### config.mk
export PLATFORM = sky130hd
export DESIGN_NAME = switch_debounce_led
export DESIGN_NICKNAME = d
export VERILOG_FILES = /design/src/rtl/switch_debounce_led.sv
export SDC_FILE = /design/constraint.sdc
export NUM_CORES = 1
export LEC_CHECK = 0
export BUFFER_PORTS_ARGS = -buffer_cell sky130_fd_sc_hd__buf_2
export CORE_MARGIN = 1.5
export CORE_UTILIZATION = 50
export CTS_CLUSTER_DIAMETER = 150
export DETAILED_ROUTE_END_ITERATION = 10
export PLACE_DENSITY_LB_ADDON = 0.12
export SYNTH_ARGS = -nofsm -noshare
export SYNTH_HDL_FRONTEND = slang
export SYNTH_SLANG_ARGS = --single-unit
### constraint.sdc
create_clock -name clk -period 1.63 [get_ports clk]
set_clock_uncertainty 0.05 [all_clocks]
set_input_delay 0 -clock clk [delete_from_list [all_inputs] [get_ports clk]]
set_output_delay 0 -clock clk [all_outputs]
set_load 0.03 [all_outputs]
### src/rtl/switch_debounce_led.sv
// switch_debounce_led
//   Front end between raw slide switches and board LEDs. Each switch bit is
//   synchronised into clk through two flops, then debounced. The debounced
//   level drives the LEDs directly (mode=0) or flips an LED bit on each press
//   (mode=1). One-cycle rise/fall pulses are produced per bit for downstream
//   logic.
//
// Ports
//   clk     in   1      system clock, rising edge
//   rst     in   1      asynchronous, active-high reset
//   mode    in   1      0 = led mirrors debounced switch, 1 = press toggles led
//   switch  in   WIDTH  raw asynchronous switch levels
//   led     out  WIDTH  registered LED drive
//   rise    out  WIDTH  1-cycle pulse: debounced level went 0->1
//   fall    out  WIDTH  1-cycle pulse: debounced level went 1->0
module switch_debounce_led #(
  parameter int WIDTH           = 6,
  parameter int DEBOUNCE_CYCLES = 4
) (
  input  logic             clk,
  input  logic             rst,
  input  logic             mode,
  input  logic [WIDTH-1:0] switch,
  output logic [WIDTH-1:0] led,
  output logic [WIDTH-1:0] rise,
  output logic [WIDTH-1:0] fall
);

  localparam int CW = $clog2(DEBOUNCE_CYCLES + 1);
  // Count value at which the current mismatched cycle is the last one needed.
  localparam logic [CW-1:0] LAST = CW'(DEBOUNCE_CYCLES - 1);

  logic [WIDTH-1:0]         sync1_q, sync2_q;
  logic [WIDTH-1:0]         stable_q, stable_d;
  logic [WIDTH-1:0][CW-1:0] cnt_q, cnt_d;
  logic [WIDTH-1:0]         rise_q, rise_d;
  logic [WIDTH-1:0]         fall_q, fall_d;
  logic [WIDTH-1:0]         led_q, led_d;

  // Per-bit debounce: a level differing from stable must persist for
  // DEBOUNCE_CYCLES consecutive cycles; any return to the stable level
  // before then restarts the count, so short glitches never reach stable.
  always_comb begin
    stable_d = stable_q;
    cnt_d    = cnt_q;
    rise_d   = '0;
    fall_d   = '0;
    for (int i = 0; i < WIDTH; i++) begin
      if (sync2_q[i] == stable_q[i]) begin
        cnt_d[i] = '0;
      end else if (cnt_q[i] == LAST) begin
        stable_d[i] = sync2_q[i];
        cnt_d[i]    = '0;
        rise_d[i]   = sync2_q[i];
        fall_d[i]   = ~sync2_q[i];
      end else begin
        cnt_d[i] = cnt_q[i] + CW'(1);
      end
    end
  end

  // LEDs follow the registered stable/rise values, so they lag stable by one
  // edge. Toggle mode works from the current LED value, which gives the
  // "keep value on 0->1 mode change" behaviour for free.
  always_comb begin
    led_d = mode ? (led_q ^ rise_q) : stable_q;
  end

  always_ff @(posedge clk or posedge rst) begin
    if (rst) begin
      sync1_q  <= '0;
      sync2_q  <= '0;
      stable_q <= '0;
      cnt_q    <= '0;
      rise_q   <= '0;
      fall_q   <= '0;
      led_q    <= '0;
    end else begin
      sync1_q  <= switch;
      sync2_q  <= sync1_q;
      stable_q <= stable_d;
      cnt_q    <= cnt_d;
      rise_q   <= rise_d;
      fall_q   <= fall_d;
      led_q    <= led_d;
    end
  end

  assign led  = led_q;
  assign rise = rise_q;
  assign fall = fall_q;

endmodule

==> flow_summary.ini, run 1 <==
[run_status]
status = completed

[yosys]
ys_seq_area_frac = 0.693
synth_top_cell_area_share = 0.693
synthCells = 128
synth_top_family_by_area = simple AND/OR/NAND/NOR gates
synth_fa_ha_area_frac = 0.0385
synth_area_sq_um = 1950
synth-seq-cells = 54
syn_area_per_cell_sq_um = 15.2
synth_top_area_cell = dfrtp_1
yosys.area_share.simple = 0.160
synth_area_leaders = dfrtp_1 (69%), xnor2_1 (5.4%), nor3b_1 (5.0%), and3b_2 (4.1%), ha_1 (3.8%)
syn_nets = 143
yosys.cell_types.count = 15
synth-xor-area-share = 0.0539
synthMuxAreaShare = 0.0346
synth_compound_gate_area_share = 0.0154
yosysWarnings = 0

[flow_run]
maxCapViolations = 0

[global_route]
track_usage = 0.144
grt_pass1_wl_mm = 4.65
grt_max_degree = 55
overflow = 0
antenna_found_initial = 0
first_global_vias = 1080

[final_layout]
drive_above_1_share = 0.331
multi_input_area_sq_um = 591
nNetsFinal = 183
regArea_sq_um = 1350
n_antenna_cell = 0
layout_commonest_cell = dfrtp_1
design_area_sq_um = 2320
syn_to_final_growth_pct = 19.1
final_cell_mix = dfrtp_1 (54), buf_2 (26), nor3b_1 (13), xnor2_1 (12)
nFillCells = 301

[drt]
vias_per_cell = 4.76
dr.first_iter.drc_count = 46
drc = 0
firstDrtPassIters = 3
drt_wl_total_mm = 2.63
antenna_left = 0
vias = 1032
wl_per_cell_um = 12.1

[critical_path]
crit_chain = ha_1 > nor2b_2 > mux2_2
worstPathArrival_ns = 1.41
timing.rr.end = stable_q[5]
crit_type = flop to flop
path_max_fanout = 5
r2r_setup_slack_ns = 0.35
cp_slowest_cell = dfrtp_1
crit_end = stable_q[5]
start_kind = flop
cp.required_ns = 1.76
crit_start = cnt_q[15]
max_stage_delay_ns = 0.37
reg2reg_depth = 3
end_kind = flop
r2r_start = cnt_q[15]

[sta]
fmax_mhz = 781
period_minus_slack_ns = 1.28
holdWs_ns = 0.00284
worstMarginPinSlew_ns = 0.646
fin_crit_sh = 0.785
fin_setup_tns_ns = 0
hold_viol = 0
max_slew_margin = 0.569
finalSetupViolCount = 0
drv_slew = 0
rsz0062_at_grt = false

[die]
die_y_um = 65.5
core_area_sq_um = 3720
pin_count = 27
start_util = 0.525
rows = 22
dieArea_sq_um = 4290
die_w_um = 65.5

[placed_design]
port-buffer-count = 26
place_congestion = 0.702
place_area_sq_um = 2140
dpl.hpwl_mm = 1.79

[power_and_ir_drop]
pwr_density_cell_nw_per_um2 = 1510
irDropWorstVdd_v = 0.000837
leakage_nw = 1.14
total_power_mw = 3.50

[clock_network]
h-tree-depth = 2
cts_buffers = 5
clkTransAtPathRegs_ns = 0.09
clock_latency_ns = 0.29
cts_buffer_depth = 2
post_cts_resize_count = 0
cts-root-buf = clkbuf_8
cts_tree = done
cts.sinks = 54

[hold_path]
hold_class = input port to flop
-- per-stage QoR --
| stage | utilization | std cells | worst slack (ns) |
|---|---|---|---|
| 2_1_floorplan | - | 128 | 0.265 |
| 3_3_place_gp | 0.577 | 202 | 0.400 |
| 3_5_place_dp | 0.577 | 202 | 0.348 |
| 4_1_cts | 0.625 | 217 | 0.336 |
| 5_1_grt | 0.625 | 217 | 0.269 |
| 6_report | 0.625 | 217 | 0.350 |
-- Yosys cell counts, drive strengths merged --
cell / count
a21oi: 6
nor3: 5
nor2b: 7
mux2: 6
dfrtp: 54
xnor2: 12
ha: 6
inv: 1
and3b: 10
buf: 1
nor2: 6
nand2b: 1
nor3b: 13
-- layout make-up --
type | count | area share
clock buffer | 8 | 0.0474
inverter | 1 | 0.00162
multi-input combinational | 72 | 0.254
sequential | 54 | 0.582
tap | 48 | 0.0258
timing repair buffer | 34 | 0.0894
-- layer usage --
metal | share of wire | wire [um] | track usage
met2 | 0.49 | 1300 | 0.244
met5 | 0 | 0 | 0
met1 | 0.45 | 1190 | 0.173
met3 | 0.034 | 89 | 0.0411
met4 | 0.017 | 45 | 0.0625
-- cells by family (layout without fill, tap and decap cells) --
kind of cell,Yosys count,in the layout
xor gates and xnor gates,12,12
muxes,6,6
and+or+nand+nor,42,42
AOI/OAI and AO/OA,6,6
buffers and inverters,2,43
adders and majority gates,6,6
DFF,54,54
-- registers in the layout (all words and copies together), names as in the netlist --
name	cells
sync1_q	6
rise	6
led	6
fall	6
stable_q	6
sync2_q	6
cnt_q	18
-- worst min path at each step --
stage / start / end / depth (start not counted)
3_5_place_dp: switch[2] / sync1_q[2] / 1
3_3_place_gp: switch[1] / sync1_q[1] / 1
2_1_floorplan: switch[0] / sync1_q[0] / 0
5_1_grt: mode / led[1] / 2
4_1_cts: mode / led[1] / 2
6_report: mode / led[3] / 2
-- timing repair --
action,CTS,global route
endpoints found under the hold margin,60,0
hold buffers,7,0
buffers inserted,0,0
-- power breakdown --
| group | leakage [nW] | internal [mW] | total [mW] | switching (mW) |
|---|---|---|---|---|
| clock | 0.0575 | 0.429 | 0.813 | 0.384 |
| combinational | 0.400 | 0.417 | 0.865 | 0.448 |
| sequential | 0.687 | 1.62 | 1.82 | 0.203 |
| total | 1.14 | 2.47 | 3.50 | 1.03 |
-- critical path, delay by kind of cell (launching register included) --
| family | cells | cell delay [ns] |
|---|---|---|
| DFF | 1 | 0.37 |
| adders and majority gates | 1 | 0.17 |
| and+or+nand+nor | 1 | 0.23 |
| muxes | 1 | 0.36 |
(Power assumes the default switching activity.)
==> run 2, diff against run 1 <==
--- a/config.mk
+++ b/config.mk
@@ -5,6 +5,7 @@
 export SDC_FILE = /design/constraint.sdc
 export NUM_CORES = 1
 export LEC_CHECK = 0
+export ABC_AREA = 1
 export BUFFER_PORTS_ARGS = -buffer_cell sky130_fd_sc_hd__buf_2
 export CORE_MARGIN = 1.5
 export CORE_UTILIZATION = 50
==> constraint.sdc (replaced) <==
create_clock -name clk -period 1.1 [get_ports clk]
set_clock_uncertainty 0.05 [all_clocks]
set_input_delay 0 -clock clk [delete_from_list [all_inputs] [get_ports clk]]
set_output_delay 0 -clock clk [all_outputs]
set_load 0.03 [all_outputs]
==> run 2 against run 1 <==
Design area is 8.7% higher; die area is 6.0% higher; area after synthesis is 6.4% higher; worst hold slack better by 0.24 ns; largest power group unchanged; power is 64% higher; flip-flop and latch count stayed put; register-to-register slack worse by 0.27 ns.
==> flow_summary.ini, run 2 <==
[global_route]
antenna_found_initial = 0
overflow = 0
grt_max_degree = 55
track_usage = 0.157
grt_pass1_wl_mm = 5.09
first_global_vias = 1259

[clock_network]
h-tree-depth = 2
cts_buffer_depth = 2
clkTransAtPathRegs_ns = 0.09
post_cts_buffers = 0
clock_latency_ns = 0.30
cts.sinks = 54
cts-root-buf = clkbuf_8
cts_tree = done
cts_buffers = 5

[yosys]
synthCells = 212
synth_ff_type = dfrtp_1
synth_edf_count = 0
yosysMostFrequentCell = nand2_1
synth_top_area_cell = dfrtp_1
synth_area_sq_um = 2070
syn_nets = 227
yosysWarnings = 0
postSynth.asyncResetShare = 1.00
synth-seq-cells = 54
synth_area_leaders = dfrtp_1 (65%), nand2_1 (10%), inv_1 (6.0%), ha_1 (3.6%), nor3_1 (2.9%)
synth_top_cell_area_share = 0.651
ys_seq_area_frac = 0.651
syn_area_per_cell_sq_um = 9.79
yosys.cell_types.count = 12
yosys-top-cells-count = nand2_1 (57), dfrtp_1 (54), inv_1 (33), nor2_1 (12), nor3_1 (12)

[power_and_ir_drop]
pwr_density_cell_nw_per_um2 = 2280
leakage_nw = 1.36
total_power_mw = 5.76
irDropWorstVdd_v = 0.00129

[critical_path]
crit_type = flop to flop
crit_start = cnt_q[15]
critPathBufInv = 0
path_max_fanout = 2
cp.required_ns = 1.29
r2r_start = cnt_q[15]
start_kind = flop
cp_slowest_cell = dfrtp_1
crit_chain = ha_1 > or2_1 > nor2_2
end_kind = flop
crit_family = flip-flops
worstPathArrival_ns = 1.22
max_stage_delay_ns = 0.39

[sta]
finalSetupViolCount = 0
fmax_mhz = 977
fin_setup_tns_ns = 0
drv_slew = 0
rsz0062_at_grt = false
max_slew_margin = 0.821
period_minus_slack_ns = 1.02
worstMarginPinSlew_ns = 0.269
hold_viol = 0
fin_crit_sh = 0.931

[placed_design]
port-buffer-count = 26
dpl.hpwl_mm = 2.04
place_congestion = 0.683

[die]
dieArea_sq_um = 4540
die_y_um = 67.4
core_area_sq_um = 4000
die_w_um = 67.4
pin_count = 27
rows = 23
start_util = 0.519

[drt]
vias = 1384
firstDrtPassIters = 2
drt_wl_total_mm = 2.98
dr.first_iter.drc_count = 72
antenna_left = 0
drc = 0
wl_per_cell_um = 9.78
vias_per_cell = 4.54

[flow_run]
maxCapViolations = 0

[final_layout]
layout_commonest_cell = dfrtp_1
drive_above_1_share = 0.239
largest_reg_flops = 18
largest_register = cnt_q
fin_util = 0.632
nNetsFinal = 269
n_antenna_cell = 0
syn_to_final_growth_pct = 21.8
final_cell_mix = dfrtp_1 (54), nand2_1 (53), inv_1 (32), buf_2 (26), nor3_1 (12)

[run_status]
status = completed

[hold_path]
hold_class = input port to asynchronous set/reset pin
-- run 2: changes by cell type in the layout (fill, tap and decap cells not counted), sizes merged, moves of 6 or more --
cell / change
nand2: +64
inv: +38
nor3b: -13
nor2: +12
xnor2: -12
and3b: -10
nor2b: -7
nor3: +7
a21oi: -6
mux2: -6
nand3: +6
o21ai: +6
or2: +6
-- run 2: final timing paths --
| check | slack (ns) | endpoint | cells after the start |
|---|---|---|---|
| max in group asynchronous | 0.53 | sync1_q[5] | 4 |
| max | 0.08 | cnt_q[17] | 3 |
| min | 0.24 | sync2_q[2] | 4 |
| max reg2reg | 0.08 | cnt_q[17] | 3 |
| min reg2reg | 0.30 | sync2_q[2] | 0 |
| min in group clk | 0.29 | sync1_q[3] | 2 |
-- run 2: per-layer routing --
metal / vias to the layer above / track usage / share of wire
met5: - / 0 / 0
met4: 0 / 0.0765 / 0.020
met3: 6 / 0.0500 / 0.034
met2: 20 / 0.267 / 0.49
met1: 640 / 0.177 / 0.45
li1: 718 / - / -
-- run 2: per-stage QoR --
step                      hold slack, ns  setup WS [ns]  instances  cell area [sq um]
final                              0.244         0.0761        305               2530
after global routing               0.284        0.00525        305               2530
after CTS                          0.255         0.0342        305               2510
after detailed placement          0.0414         0.0535        289               2290
after global placement            0.0418         0.0888        289               2290
after floorplan                  -0.0186          0.137        212               2080
-- run 2: cell families (layout without fill, tap and decap cells) --
family	count (synthesis)	count (layout)	share of synthesized area
simple gates	106	106	0.226
flops	54	54	0.651
buf+inv	40	83	0.0724
fa+ha+maj	6	6	0.0362
compound gates	6	6	0.0145
-- run 2: power breakdown --
part	total (mW)	switching, mW	internal (mW)
combinational	1.47	0.937	0.532
clock	1.58	0.610	0.970
sequential	2.71	0.303	2.41
-- run 2: what timing repair did --
| item | in CTS | in global routing |
|---|---|---|
| resized for setup | 0 | 5 |
| hold buffers | 8 | 0 |
| setup endpoints to repair | 0 | 10 |
| endpoints found under the hold margin | 66 | 0 |
-- run 2: worst register-to-register path, delay by kind of cell (launching register included) --
kind / cells / cell delay (ns)
adders and majority gates: 1 / 0.22
and+or+nand+nor: 2 / 0.31
DFF: 1 / 0.39
-- run 2: area by class of cell --
type                            instances  area [sq um]
Timing Repair Buffer                   35           230
Tap cell                               50          62.6
Fill cell                             341          1470
Clock inverter                          2          60.1
Inverter                               40           154
Multi-Input combinational cell        118           586
Sequential cell                        54          1350
Clock buffer                            6          82.6
